### config.mk
export PLATFORM = sky130hd
export DESIGN_NAME = cpu_step_ctrl
export DESIGN_NICKNAME = d
export VERILOG_FILES = /design/src/rtl/cpu_step_ctrl.sv
export SDC_FILE = /design/constraint.sdc
export NUM_CORES = 1
export LEC_CHECK = 0
export ABC_AREA = 1
export CORE_MARGIN = 5
export CORE_UTILIZATION = 49
export CTS_CLUSTER_DIAMETER = 40
export DETAILED_ROUTE_END_ITERATION = 12
export GPL_TIMING_DRIVEN = 0
export HOLD_SLACK_MARGIN = 0.05
export PLACE_DENSITY = 0.79
export RECOVER_POWER = 100
export REMOVE_ABC_BUFFERS = 1
export SYNTH_ARGS = -nofsm -noshare
export SYNTH_HDL_FRONTEND = slang
export SYNTH_SLANG_ARGS = --single-unit
### constraint.sdc
create_clock -name clk_2 -period 2.3 [get_ports clk_2]
set_clock_uncertainty 0.15 [all_clocks]
set_input_delay 0.46 -clock clk_2 [delete_from_list [all_inputs] [get_ports clk_2]]
set_output_delay 0.46 -clock clk_2 [all_outputs]
set_load 0.005 [all_outputs]
### src/rtl/cpu_step_ctrl.sv
// cpu_step_ctrl: single-step / run / breakpoint controller for a small CPU.
// Synchronizes and debounces the step switch, synchronizes the run switch,
// and sequences a HALT/STEP/RUN/BREAK state machine that gates the datapath
// clock enable and counts executed instructions.
//
// Ports:
//   clk_2       in   system clock, all state changes on rising edge
//   reset       in   asynchronous active-high reset
//   step_sw     in   raw step switch
//   run_sw      in   raw run switch
//   pc          in   [NBITS_TOP] datapath program counter
//   bp_addr     in   [NBITS_TOP] breakpoint address
//   cpu_en      out  datapath clock enable
//   mode        out  [2] state code HALT=0 STEP=1 RUN=2 BREAK=3
//   instr_count out  [16] enabled cycles since reset, wraps
//   bp_led      out  high while in BREAK
//
// Build option: define CPU_STEP_CTRL_BREAKPOINT_EN to include the
// breakpoint compare; without it bp_addr is ignored and BREAK is unreachable.

module cpu_step_ctrl #(
    parameter int NBITS_TOP       = 8,
    parameter int DEBOUNCE_CYCLES = 4
) (
    input  logic                 clk_2,
    input  logic                 reset,
    input  logic                 step_sw,
    input  logic                 run_sw,
    input  logic [NBITS_TOP-1:0] pc,
    input  logic [NBITS_TOP-1:0] bp_addr,
    output logic                 cpu_en,
    output logic [1:0]           mode,
    output logic [15:0]          instr_count,
    output logic                 bp_led
);

    typedef enum logic [1:0] {
        S_HALT  = 2'd0,
        S_STEP  = 2'd1,
        S_RUN   = 2'd2,
        S_BREAK = 2'd3
    } state_t;

    // Count value at which the next differing cycle commits the new level.
    localparam logic [7:0] DB_LAST = 8'(DEBOUNCE_CYCLES - 1);

    logic       step_s1_q, step_s2_q;
    logic       run_s1_q, run_s2_q;
    logic       deb_q, deb_d;
    logic       deb_dly_q;
    logic       pulse_q, pulse_d;
    logic [7:0] db_cnt_q, db_cnt_d;
    state_t     state_q, state_d;
    logic [15:0] cnt_q, cnt_d;

    logic run_lvl;
    logic bp_hit;

    assign run_lvl = run_s2_q;

`ifdef CPU_STEP_CTRL_BREAKPOINT_EN
    // Combinational so the instruction at bp_addr is held back this cycle.
    assign bp_hit = (state_q == S_RUN) && (pc == bp_addr);
    assign bp_led = (state_q == S_BREAK);
`else
    logic unused_bp;
    assign unused_bp = ^{pc, bp_addr};
    assign bp_hit    = 1'b0;
    assign bp_led    = 1'b0;
`endif

    assign cpu_en      = (state_q == S_STEP) ||
                         ((state_q == S_RUN) && !bp_hit);
    assign mode        = state_q;
    assign instr_count = cnt_q;

    // Debounce: any cycle where the synchronized level agrees with the
    // accepted level clears the run of differing cycles.
    always_comb begin
        deb_d    = deb_q;
        db_cnt_d = '0;
        if (step_s2_q != deb_q) begin
            if (db_cnt_q == DB_LAST) begin
                deb_d = step_s2_q;
            end else begin
                db_cnt_d = db_cnt_q + 8'd1;
            end
        end
    end

    // Registered rising-edge detect of the debounced level.
    assign pulse_d = deb_q && !deb_dly_q;

    always_comb begin
        state_d = state_q;
        unique case (state_q)
            S_HALT: begin
                if (run_lvl) begin
                    state_d = S_RUN;
                end else if (pulse_q) begin
                    state_d = S_STEP;
                end
            end
            S_STEP: begin
                state_d = S_HALT;
            end
            S_RUN: begin
                if (!run_lvl) begin
                    state_d = S_HALT;
                end else if (bp_hit) begin
                    state_d = S_BREAK;
                end
            end
            S_BREAK: begin
                if (pulse_q) begin
                    state_d = S_STEP;
                end else if (!run_lvl) begin
                    state_d = S_HALT;
                end
            end
        endcase
    end

    assign cnt_d = cnt_q + {15'd0, cpu_en};

    always_ff @(posedge clk_2 or posedge reset) begin
        if (reset) begin
            step_s1_q <= 1'b0;
            step_s2_q <= 1'b0;
            run_s1_q  <= 1'b0;
            run_s2_q  <= 1'b0;
            deb_q     <= 1'b0;
            deb_dly_q <= 1'b0;
            pulse_q   <= 1'b0;
            db_cnt_q  <= '0;
            state_q   <= S_HALT;
            cnt_q     <= '0;
        end else begin
            step_s1_q <= step_sw;
            step_s2_q <= step_s1_q;
            run_s1_q  <= run_sw;
            run_s2_q  <= run_s1_q;
            deb_q     <= deb_d;
            deb_dly_q <= deb_q;
            pulse_q   <= pulse_d;
            db_cnt_q  <= db_cnt_d;
            state_q   <= state_d;
            cnt_q     <= cnt_d;
        end
    end

endmodule

==> results.py <==
metrics = {
    "status": {
        "status": "complete, no violations",
    },
    "grt": {
        "first_global_vias": 1177,
        "antenna_found_initial": 0,
        "grt-ovfl-total": 0,
        "grt.total_usage_pct": 15.29,
        "grt_pass1_wl_um": 5133,
        "grt_max_degree": 34,
    },
    "cts": {
        "cts-root-buf": "clkbuf_4",
        "path_clk_slew_ns": 0.09,
        "cts_sinks": 33,
        "cts.hold.buffers_added": 0,
        "cts_made_buffers": 5,
        "cts_tree": "built",
        "clockBufferDepth": 2,
        "ctsHtreeMaxLevel": 2,
        "clk_latency_ns": 0.33,
    },
    "power": {
        "pwr-share-clk_pct": 18.9,
        "p_int_mw": 1.131,
        "p_comb_share_pct": 33.0,
        "p_sw_uw": 613.3,
        "ir_worst_vdd_uv": 371.2,
        "power_density_nw_per_um2": 882.9,
        "power.share.sequential_pct": 48.1,
        "p_leak_nw": 0.9840,
        "swShare_pct": 35.16,
    },
    "min_path": {
        "hold_depth": 0,
        "hp-class": "flop to flop",
        "hp-start": "run_s1_q",
        "holdPathEnd": "run_lvl",
    },
    "sta": {
        "tightest_slew_ns": 1.202,
        "tns_ns": 0,
        "maxSlewViolCount": 0,
        "period_needed_ns": 2.071,
        "maxSlewHeadroom_pct": 19.74,
        "rsz0062_at_grt": "no",
        "fmax_mhz": 482.9,
        "hold_violations": 0,
        "finalCritPeriodShare_pct": 90.03,
        "finalSetupViolations": 0,
    },
    "drt": {
        "drt-total-wl_um": 3016,
        "viasPerCell": 4.731,
        "wl_per_cell_um": 11.25,
        "drc": 0,
        "dr_total_vias": 1268,
        "drt_iter0_drc": 66,
        "dr.pass1.iters": 4,
        "ant_nets": 0,
    },
    "layout": {
        "drive_gt1_share_pct": 8.108,
        "fin_area_um2": 1976,
        "multiInputGateArea_um2": 691.9,
        "fin_nets": 250,
        "fillers": 302,
        "area_delta_synth_final_pct": 20.81,
        "num_antenna_cells": 0,
        "regArea_um2": 825.8,
    },
    "yosys": {
        "synthesis.area_um2": 1635,
        "synth_area_per_cell_um2": 8.562,
        "synth-seq-area-share_pct": 50.50,
        "yosys_register_bits": 33,
        "synth_cells": 191,
        "synth.yosys.warnings": 0,
        "ys_types": 18,
        "synth_top_area_share_pct": 50.50,
        "synth_area_leaders": "dfrtp_1 (50%), nand2_1 (11%), ha_1 (6.1%)",
        "synth_top_area_cell": "dfrtp_1",
    },
    "worst_setup_path": {
        "reg2reg_to": "instr_count[10]",
        "reg2reg_depth": 9,
        "required_ns": 1.69,
        "criticalPathCategory": "flop to primary output",
        "cp-start-kind": "flop",
        "r2r_start": "mode[0]",
        "arrival_ns": 1.46,
        "cp_max_fo": 4,
        "worst_setup_path_end_kind": "primary output",
        "rrSetupSlack_ns": 0.25,
    },
    "floorplan": {
        "initial_core_util_pct": 49.79,
        "core-area_um2": 3284,
        "row_count": 21,
        "die_area_um2": 4593,
        "io_pins": 40,
        "die_w_um": 67.77,
        "dieHeight_um": 67.77,
    },
    "place": {
        "placed_area_um2": 1906,
        "hpwl_um": 2199,
        "io_buffers": 22,
        "place_congestion": 0.8045,
    },
    "run": {
        "drv_cap": 0,
    },
}
-- area by class of cell --
class | count | area share, %
flip-flops and latches | 33 | 41.80
clock buffers | 7 | 2.787
multi-input cells | 131 | 35.02
well taps | 46 | 2.913
inverters | 26 | 4.940
repair buffers | 25 | 12.54
-- Yosys cell counts, drive strengths merged --
library cell	instances
buf	1
nand4	8
a21oi	3
nor2	34
o21ai	5
nand2	51
xnor2	4
dfrtp	33
conb	1
ha	8
xor2	7
inv	26
nand3	10
-- worst max-delay path by stage --
stage                      endpoint  slack, ns  startpoint  cells past startpoint
floorplan           instr_count[10]       0.39     mode[0]                      9
global placement     instr_count[2]       0.20       reset                      2
detailed placement   instr_count[2]       0.19       reset                      2
CTS                          cpu_en       0.01     mode[0]                      3
global route        instr_count[15]       0.06     mode[0]                      8
finish                      mode[0]       0.23     mode[0]                      2
-- placed cells by master, fill, tap and decap left out, types with 2 or more instances in the layout --
cell,synthesis,final
dlygate4sd3_1,0,21
nand4_1,8,8
nor2_4,3,2
nand2_2,4,4
inv_1,25,24
nor2_1,26,29
dfrtp_1,33,33
a21oi_1,3,3
clkbuf_4,0,6
o21ai_0,3,4
nand3_1,10,10
xor2_1,7,7
nor2_2,5,3
nand2_1,47,47
ha_1,8,8
xnor2_1,4,4
-- metal layers --
| metal | global-route usage, % | routed length [um] | part of all wire (%) | vias up |
|---|---|---|---|---|
| met5 | 0 | 0 | 0 | - |
| met3 | 4.160 | 138 | 4.6 | 8 |
| met4 | 8.437 | 74 | 2.5 | 0 |
| met1 | 20.50 | 1434 | 48 | 585 |
| li1 | - | - | - | 651 |
| met2 | 22.24 | 1369 | 45 | 24 |
-- metrics by stage --
stage / worst slack, ns / instances / utilization (%) / power (mW) / hold WS (ns)
2_1_floorplan: 0.3946 / 190 / - / 1.176 / 0.1812
5_1_grt: 0.06494 / 268 / 60.15 / 1.884 / 0.2171
4_1_cts: 0.01390 / 265 / 59.70 / 1.796 / 0.2059
6_report: 0.2292 / 268 / 60.15 / 1.744 / 0.2035
3_3_place_gp: 0.2047 / 258 / 58.02 / 1.433 / 0.1831
3_5_place_dp: 0.1946 / 258 / 58.02 / 1.463 / 0.1856
-- worst max-delay path: stages, from the launching register on --
cell and delay [ns]:
dfrtp_1 0.42, buf_4 0.15, dlygate4sd3_1 0.56
-- flip-flops by register name, summed over array words and instances (netlist names) --
register and count:
run_lvl 1, step_s2_q 1, mode 2, instr_count 16, deb_q 1, step_s1_q 1
run_s1_q 1, deb_dly_q 1, pulse_q 1, db_cnt_q 8
-- timing repair --
| item | in CTS | in global routing |
|---|---|---|
| endpoints found under the hold margin | 0 | 0 |
| endpoints found under the setup margin | 0 | 1 |
| buffers inserted | 0 | 2 |
| resized for setup | 0 | 2 |
-- power by group through the flow --
stage / registers [mW] / logic [mW] / clock network (mW)
2_1_floorplan: 0.835 / 0.341 / 0
3_3_place_gp: 0.852 / 0.581 / 0
3_5_place_dp: 0.858 / 0.605 / 0
4_1_cts: 0.849 / 0.608 / 0.340
5_1_grt: 0.863 / 0.650 / 0.372
6_report: 0.839 / 0.575 / 0.330
-- cell families after synthesis --
logic type / share of synthesized area, %
adder cells (fa/ha/maj): 6.121
AO/OA/AOI/OAI: 2.448
buffers and inverters: 6.427
other: 0.2293
flip-flops: 50.50
XOR/XNOR: 5.891
AND/OR/NAND/NOR: 28.39
Note: power is estimated with default switching activity, not from simulation.
